## config.mk

```make
export PLATFORM = sky130hd
export DESIGN_NAME = enc83_arb
export DESIGN_NICKNAME = d
export VERILOG_FILES = /design/src/rtl/enc83_arb.sv
export SDC_FILE = /design/constraint.sdc
export NUM_CORES = 1
export LEC_CHECK = 0
export ABC_AREA = 0
export CORE_ASPECT_RATIO = 1.1
export CORE_MARGIN = 1
export CORE_UTILIZATION = 48
export CTS_CLUSTER_SIZE = 12
export DETAILED_ROUTE_END_ITERATION = 6
export HOLD_SLACK_MARGIN = 0.02
export PLACE_DENSITY_LB_ADDON = 0.08
export SLEW_MARGIN = 20
export SYNTH_ARGS = -nofsm -noshare
export SYNTH_HDL_FRONTEND = slang
export SYNTH_SLANG_ARGS = --single-unit
export TNS_END_PERCENT = 50
```

## constraint.sdc

```tcl
create_clock -name clk -period 5.6 [get_ports clk]
set_input_delay 1.12 -clock clk [delete_from_list [all_inputs] [get_ports clk]]
set_output_delay 1.12 -clock clk [all_outputs]
set_load 0.005 [all_outputs]
```

## src/rtl/enc83_arb.sv

```systemverilog
// Sticky request capture with a two-state offer/handshake encoder: pending
// requests are granted one index at a time, highest or lowest index first.
module enc83_arb #(
    parameter bit PRIO_HIGH = 1'b1
) (
    input  logic       clk,
    input  logic       rst_n,
    input  logic       en,
    input  logic [7:0] req,
    input  logic       out_ready,
    output logic       out_valid,
    output logic [2:0] out_code,
    output logic [7:0] pending,
    output logic [3:0] pend_cnt,
    output logic       overflow
);

    typedef enum logic {IDLE, OFFER} state_t;

    state_t     state, state_nx;
    logic [2:0] code_r, code_nx;
    logic [7:0] pend_r, pend_nx;
    logic [7:0] clr, cap;
    logic       ovf_r, ovf_nx;

    function automatic logic [2:0] pick(input logic [7:0] v);
        logic [2:0] idx;
        logic       found;
        idx   = 3'd0;
        found = 1'b0;
        for (int i = 0; i < 8; i++) begin
            if (v[i]) begin
                // Ascending scan: the last hit is the highest index, the first hit the lowest.
                if (PRIO_HIGH || !found) idx = i[2:0];
                found = 1'b1;
            end
        end
        return idx;
    endfunction

    function automatic logic [3:0] popcount(input logic [7:0] v);
        logic [3:0] cnt;
        cnt = 4'd0;
        for (int i = 0; i < 8; i++) cnt = cnt + {3'b000, v[i]};
        return cnt;
    endfunction

    always_comb begin
        clr      = 8'h00;
        cap      = en ? req : 8'h00;
        state_nx = state;
        code_nx  = code_r;
        if (state == OFFER && out_ready) clr = 8'h01 << code_r;
        // A bit re-requested while its grant completes stays set (set wins).
        pend_nx  = (pend_r & ~clr) | cap;
        ovf_nx   = |(cap & pend_r & ~clr);
        case (state)
            IDLE: begin
                if (pend_r != 8'h00) begin
                    state_nx = OFFER;
                    code_nx  = pick(pend_r);
                end
            end
            OFFER: begin
                if (out_ready) state_nx = IDLE;
            end
            default: state_nx = IDLE;
        endcase
    end

    always_ff @(posedge clk or negedge rst_n) begin
        if (!rst_n) begin
            state  <= IDLE;
            code_r <= 3'd0;
            pend_r <= 8'h00;
            ovf_r  <= 1'b0;
        end else begin
            state  <= state_nx;
            code_r <= code_nx;
            pend_r <= pend_nx;
            ovf_r  <= ovf_nx;
        end
    end

    assign out_valid = (state == OFFER);
    assign out_code  = code_r;
    assign pending   = pend_r;
    assign pend_cnt  = popcount(pend_r);
    assign overflow  = ovf_r;

endmodule

```

==> results by group, run 1 <==
Floorplanning
  – Chip height: 46.87 µm
  – Core area: between 1500 and 2000 µm²
  – IO Count: 29
  – Starting density of the core: 0.5379
  – Rows: 15
  – Chip width: 42.79 µm
  – Die area: 2005 µm²

Drt
  – Routed wire per std cell: approximately 15 µm
  – Via count: 812
  – Post-DRT Antenna Nets: 0
  – WL final: 2.123 mm
  – Initial drt markers: 28
  – Vias per cell: 5.800
  – Drt first pass iters: 4
  – # DRC: 0

Logic synthesis
  – Number of synthesized flops with an enable pin: 0
  – Ys flop type: dfrtp_1
  – Biggest area consumer among synthesized cells: dfrtp_1
  – Yosys top cell area share: 0.3704
  – Cell Area, Synth: 878.3 µm²
  – Top-count cell post-synth: inv_1
  – Syn_nets: 113
  – Async S/R FF share, synth: 1.000
  – Syn Area/Cell: 9.445 µm²
  – Synth warnings: 0
  – Sequential area share after synthesis: 0.3704
  – Mapped Cells: 93
  – Synth Register Bits: 13
  – Top cells by instance count after synthesis: inv_1, dfrtp_1, a21oi_1
  – Cell variety after synth: 27
  – Synth top area cells: dfrtp_1, fa_1, inv_1

Place
  – Dpl cell area: 1171 µm²
  – Inst Count DP: about 140
  – Hpwl dp: 1.626 mm
  – Pre-CTS setup slack: between 1 and 1.5 ns
  – Port Buf Inserts: 28
  – GP Congestion: approximately 0.82

Pwr
  – Internal: 0.2470 mW
  – Clock share of power: 0.158
  – Sw Share: 0.3330
  – Total Power: approximately 0.37 mW
  – Pwr Density: 309.2 nW/µm²
  – LEAKAGE: around 0.56 nW
  – Comb power frac: 0.505
  – Sequential Power Share: 0.336
  – P_sw: 0.1233 mW
  – Worst VDD drop: between 0.2 and 0.3 mV

Setup path
  – Critical path class: register to primary output
  – Slowest cell on the critical path: clkdlybuf4s50_1
  – CP Max Fanout: 4
  – CP startpoint kind: register
  – Crit-path most repeated cell: fa_1
  – Crit-path cells: inv_1 -> fa_1 -> fa_1 -> fa_1 -> inv_1 -> ha_1 -> inv_1 -> fa_1 -> xnor2_1 -> clkdlybuf4s50_1
  – Crit path from: pending[1]$_DFF_PN0_
  – Worst Path Required: 4.48 ns
  – R2R Path Start: out_valid$_DFF_PN0_
  – CP delay by family, top: adder cells
  – Critical path endpoint category: primary output
  – Worst path max stage delay: 0.52 ns
  – Worst Path Arrival: 3.49 ns
  – Buffers & Inverters on Critical Path: 4

Finish
  – Core Util, Final: 0.7333
  – Nets@finish: roughly 140
  – Non-Filler Instances: 140
  – Antenna fix cells: 0
  – Area Overhead vs Synth: 36.33%
  – Design area: approximately 1200 µm²
  – Layout cells sized above 1: 0.08130

Clock tree
  – Post-CTS Hold Buffers: 0
  – CTS Buffer Depth: 2
  – Clock Tree Root: clkbuf_4
  – CTS buffer count: 3
  – CTS tree: done
  – Total clock sinks: 13
  – Postcts setup bufs: 0
  – Post-CTS Resized: 0
  – Worst-path clk slew: 0.08 ns
  – H-tree depth: 1
  – Clock Latency Late Sink: 0.27 ns

Timing
  – Final setup vio count: 0
  – Worst Tran Pin Value: 0.5742 ns
  – Slew Viols, Final: 0
  – WHS: ~0.6 ns
  – Post-route minimum period: 4.607 ns
  – Final period utilization: 0.8227
  – Setup TNS: 0 ns
  – Clk_skew: 0.005065 ns
  – RSZ-0062 raised after global routing: false
  – Final hold vios: 0
  – Setup ws final: 0.9931 ns
  – Slew margin rel.: 0.6160
  – Fmax: ~220 MHz

Worst hold path
  – Hold Path Class: register to register
  – Hold Startpoint: pending[3]$_DFF_PN0_

Global routing
  – All-Layer GR Usage: 0.2417
  – Initial antenna violation count: 0
  – Pin count of the biggest net entering global routing: 14
  – First-pass GRT wire length: 3.450 mm
  – Vias in the first global route: 764
  – Global route overflow: 0

Run status
  – Status: completed

Flow run
  – Max-cap violations: 0
[worst reg2reg max path, cell delays in order (launching register included)]
cell	delay (ns)
dfrtp_1	0.57
nor2b_2	0.39
a21oi_1	0.13
nor4_1	0.29
a41oi_1	0.15
[power groups by stage]
stage | clock network [mW] | logic [mW] | registers [mW]
2_1_floorplan | 0 | 0.0859 | 0.121
3_3_place_gp | 0 | 0.183 | 0.125
3_5_place_dp | 0 | 0.188 | 0.126
4_1_cts | 0.0595 | 0.190 | 0.124
5_1_grt | 0.0657 | 0.211 | 0.126
6_report | 0.0587 | 0.187 | 0.124
[flip-flops by register name (all words and copies together), names as in the netlist]
name       cells
overflow       1
pending        8
out_code       3
out_valid      1
[final cells by class]
| type | count | area [µm²] |
|---|---|---|
| multi-input cells | 62 | 484.2 |
| fillers | 120 | 435.4 |
| flip-flops and latches | 13 | 325.3 |
| repair buffers | 28 | 280.3 |
| inverters | 16 | 60.06 |
| clock buffers | 4 | 26.28 |
| well taps | 17 | 21.27 |
[placed cells by master (no fill, tap or decap), types with 3 or more instances in the layout]
cell / instances
clkdlybuf4s50_1: 28
inv_1: 16
dfrtp_1: 13
a21oi_1: 8
nand3_1: 7
nand2_1: 7
a22o_1: 6
a31oi_1: 4
nor2_1: 4
fa_1: 4
ha_1: 4
clkbuf_4: 3
[path summary, 6_finish.rpt]
path | cells after the start | to | slack, ns
worst max-delay path | 10 | pend_cnt[2] | 0.99
worst min-delay path | 1 | pending[3]$_DFF_PN0_ | 0.60
worst max register to register | 4 | overflow$_DFF_PN0_ | 3.95
worst min register to register | 1 | pending[3]$_DFF_PN0_ | 0.60
max in group asynchronous | 1 | pending[2]$_DFF_PN0_ | 4.01
min in group asynchronous | 1 | out_code[0]$_DFFE_PN0P_ | 1.21
[kinds of logic (layout without fill, tap and decap cells)]
kind of cell	count (synthesis)	after routing	share of synthesized area
AO/OA/AOI/OAI	25	25	0.1980
XOR/XNOR	1	1	0.009973
adder cells (fa/ha/maj)	8	8	0.1482
buffers and inverters	18	48	0.07834
flip-flops	13	13	0.3704
AND/OR/NAND/NOR	28	28	0.1952
[metal layers]
metal | up-vias | part of all wire | GRT usage
li1 | 387 | - | -
met4 | 0 | 0.0047 | 0.08750
met1 | 388 | 0.44 | 0.3019
met5 | - | 0 | 0
met3 | 2 | 0.054 | 0.05769
met2 | 35 | 0.50 | 0.4152
Note: power is estimated with default switching activity, not from simulation.
==> run 2: changes to the inputs <==
--- a/config.mk
+++ b/config.mk
@@ -8,7 +8,7 @@
 export ABC_AREA = 0
 export CORE_ASPECT_RATIO = 1.1
 export CORE_MARGIN = 1
-export CORE_UTILIZATION = 48
+export CORE_UTILIZATION = 45
 export CTS_CLUSTER_SIZE = 12
 export DETAILED_ROUTE_END_ITERATION = 6
 export HOLD_SLACK_MARGIN = 0.02
==> constraint.sdc (replaced) <==
create_clock -name clk -period 4.5 [get_ports clk]
set_input_delay 0.9 -clock clk [delete_from_list [all_inputs] [get_ports clk]]
set_output_delay 0.9 -clock clk [all_outputs]
set_load 0.005 [all_outputs]
==> results by group, run 2 (synthesized netlist as in run 1, its figures left out) <==
Clock tree
  – Worst-path clk slew: 0.08 ns (about the same)
  – H-tree depth: 1 (unchanged)
  – Clock Tree Root: clkbuf_4
  – CTS tree: done
  – CTS buffer count: 3 (unchanged)
  – Clock Latency Late Sink: 0.27 ns (about the same)
  – CTS Buffer Depth: 2 (unchanged)
  – Total clock sinks: 13 (unchanged)
  – Post-CTS Hold Buffers: 0 (unchanged)

Floorplanning
  – Chip height: 48.34 µm (+3.1%)
  – Starting density of the core: 0.4875 (-0.05043)
  – Chip width: 44.13 µm (+3.1%)
  – Die area: 2133 µm² (+6.4%)
  – Rows: 16 (+1)
  – Core area: 1802 µm² (+10%)
  – IO Count: 29 (unchanged)

Timing
  – Slew margin rel.: 0.6110 (-0.005025)
  – RSZ-0062 raised after global routing: false
  – Setup ws final: 0.1441 ns (-0.8490 ns)
  – Fmax: around 230 MHz
  – Worst Tran Pin Value: 0.5817 ns (+0.007514 ns)
  – Final period utilization: 0.9680
  – Setup TNS: 0 ns (unchanged)
  – Final hold vios: 0 (unchanged)
  – Final setup vio count: 0 (unchanged)
  – Slew Viols, Final: 0 (unchanged)
  – Post-route minimum period: 4.356 ns
  – Clk_skew: 0.001988 ns (-0.003078 ns)

Global routing
  – Global Route met3 Usage: 0.02985 (-0.02784)
  – First-pass GRT wire length: 3.408 mm (-1.2%)
  – Global route overflow: 0 (unchanged)
  – Gr busiest metal: met1
  – Met1 usage: 0.3204 (+0.01846)
  – Vias in the first global route: 715 (-6.4%)
  – Initial antenna violation count: 0 (unchanged)
  – Pin count of the biggest net entering global routing: 14 (unchanged)
  – All-Layer GR Usage: 0.2112 (-0.03049)
  – Met2 Track Usage GR: 0.3113 (-0.1039)

Setup path
  – Setup crit end: pend_cnt[1]
  – Crit path from: pending[0]$_DFF_PN0_
  – Reg2Reg Depth: 4 (unchanged)
  – R2R Path Start: out_valid$_DFF_PN0_
  – CP startpoint kind: register
  – Critical path class: register to primary output
  – Critical path endpoint category: primary output
  – Reg2reg setup slack: 2.84 ns (-1.11 ns)
  – Worst Path Arrival: 3.46 ns (-0.03 ns)
  – Worst Path Required: 3.60 ns (-0.88 ns)
  – CP Max Fanout: 3 (-1)
  – R2r endpoint: overflow$_DFF_PN0_

Finish
  – Nets@finish: 145 (+0.69%)
  – Non-Filler Instances: 142 (+1.4%)
  – Core Util, Final: 0.6708 (-0.06250)
  – Antenna fix cells: 0 (unchanged)
  – Layout cells sized above 1: 0.09677 (+0.01547)
  – Area Overhead vs Synth: 37.61%
  – Largest register FFs: 8 (unchanged)
  – Highest-count cells in the layout ignoring fill and taps: clkdlybuf4s50_1, inv_1, dfrtp_1
  – Commonest non-fill, non-tap cell in the layout: clkdlybuf4s50_1

Drt
  – Post-DRT Antenna Nets: 0 (unchanged)
  – Drt first pass iters: 6 (+2)
  – Routed wire per std cell: 13.87 µm (-8.5%)
  – Initial drt markers: 35 (+25%)
  – Via count: 790 (-2.7%)
  – # DRC: 0 (unchanged)
  – Vias per cell: 5.563 (-4.1%)
  – WL final: 1.970 mm (-7.2%)

Place
  – Hpwl dp: 1.565 mm (-3.7%)
  – Inst Count DP: 137 (+0.74%)
  – Pre-CTS setup slack: 0.3960 ns (-0.8986 ns)
  – GP Congestion: 0.8118 (-1.2%)
  – Port Buf Inserts: 28 (unchanged)

Pwr
  – Pwr Density: 375.3 nW/µm² (+21%)
  – Worst VDD drop: 0.3858 mV (+40%)
  – Total Power: 0.4536 mW (+23%)
  – LEAKAGE: 0.5736 nW (+1.8%)

Run status
  – Status: completed

Flow run
  – Max-cap violations: 0 (unchanged)

Worst hold path
  – Hold Path Class: register to register
run 2: changes by cell type in the layout (fill, tap and decap cells not counted):
cell | previous run | this run
inv_1 | 16 | 15
clkdlybuf4s50_1 | 28 | 27
inv_2 | 0 | 1
dlymetal6s2s_1 | 0 | 1
buf_4 | 0 | 1
run 2: how the worst min path moves through the flow:
stage,start,cells past startpoint,slack (ns),to
floorplan,pending[3]$_DFF_PN0_,1,0.55,pending[3]$_DFF_PN0_
global placement,pending[3]$_DFF_PN0_,1,0.55,pending[3]$_DFF_PN0_
detailed placement,pending[3]$_DFF_PN0_,1,0.56,pending[3]$_DFF_PN0_
CTS,pending[3]$_DFF_PN0_,1,0.59,pending[3]$_DFF_PN0_
global route,pending[3]$_DFF_PN0_,1,0.61,pending[3]$_DFF_PN0_
finish,pending[3]$_DFF_PN0_,1,0.58,pending[3]$_DFF_PN0_
run 2: routing by layer:
layer	wire, µm	vias to the layer above
met4	12	0
li1	-	383
met5	0	-
met1	865	369
met2	938	36
met3	153	2
run 2: layout make-up:
cell class                 count  area, µm²
multi-input combinational     62      484.2
inverter                      16      60.06
sequential                    13      325.3
fill                         147      593.1
clock buffer                   4      26.28
tap                           18      22.52
timing repair buffer          29      290.3
run 2: worst max-delay path: stages, from the launching register on:
cell	delay [ns]
dfrtp_1	0.37
inv_1	0.10
fa_1	0.57
fa_1	0.43
fa_1	0.49
inv_1	0.04
ha_1	0.18
inv_1	0.06
fa_1	0.40
inv_1	0.06
clkdlybuf4s50_1	0.49
run 2: report_power, final:
part / total, mW / internal [mW] / switching (mW)
registers: 0.154 / 0.130 / 0.0238
clock network: 0.0738 / 0.0343 / 0.0394
logic: 0.226 / 0.140 / 0.0862
run 2: stage by stage:
stage	hold WS (ns)	instance area, µm²
after global placement	0.5549	1172
after detailed placement	0.5584	1172
after floorplan	0.5498	878.3
final	0.5782	1209
after global routing	0.6133	1209
after CTS	0.5865	1199
run 2: repair_timing:
action	in CTS	in global routing
setup buffers	0	1
resized for setup	0	2
endpoints found under the setup margin	0	2
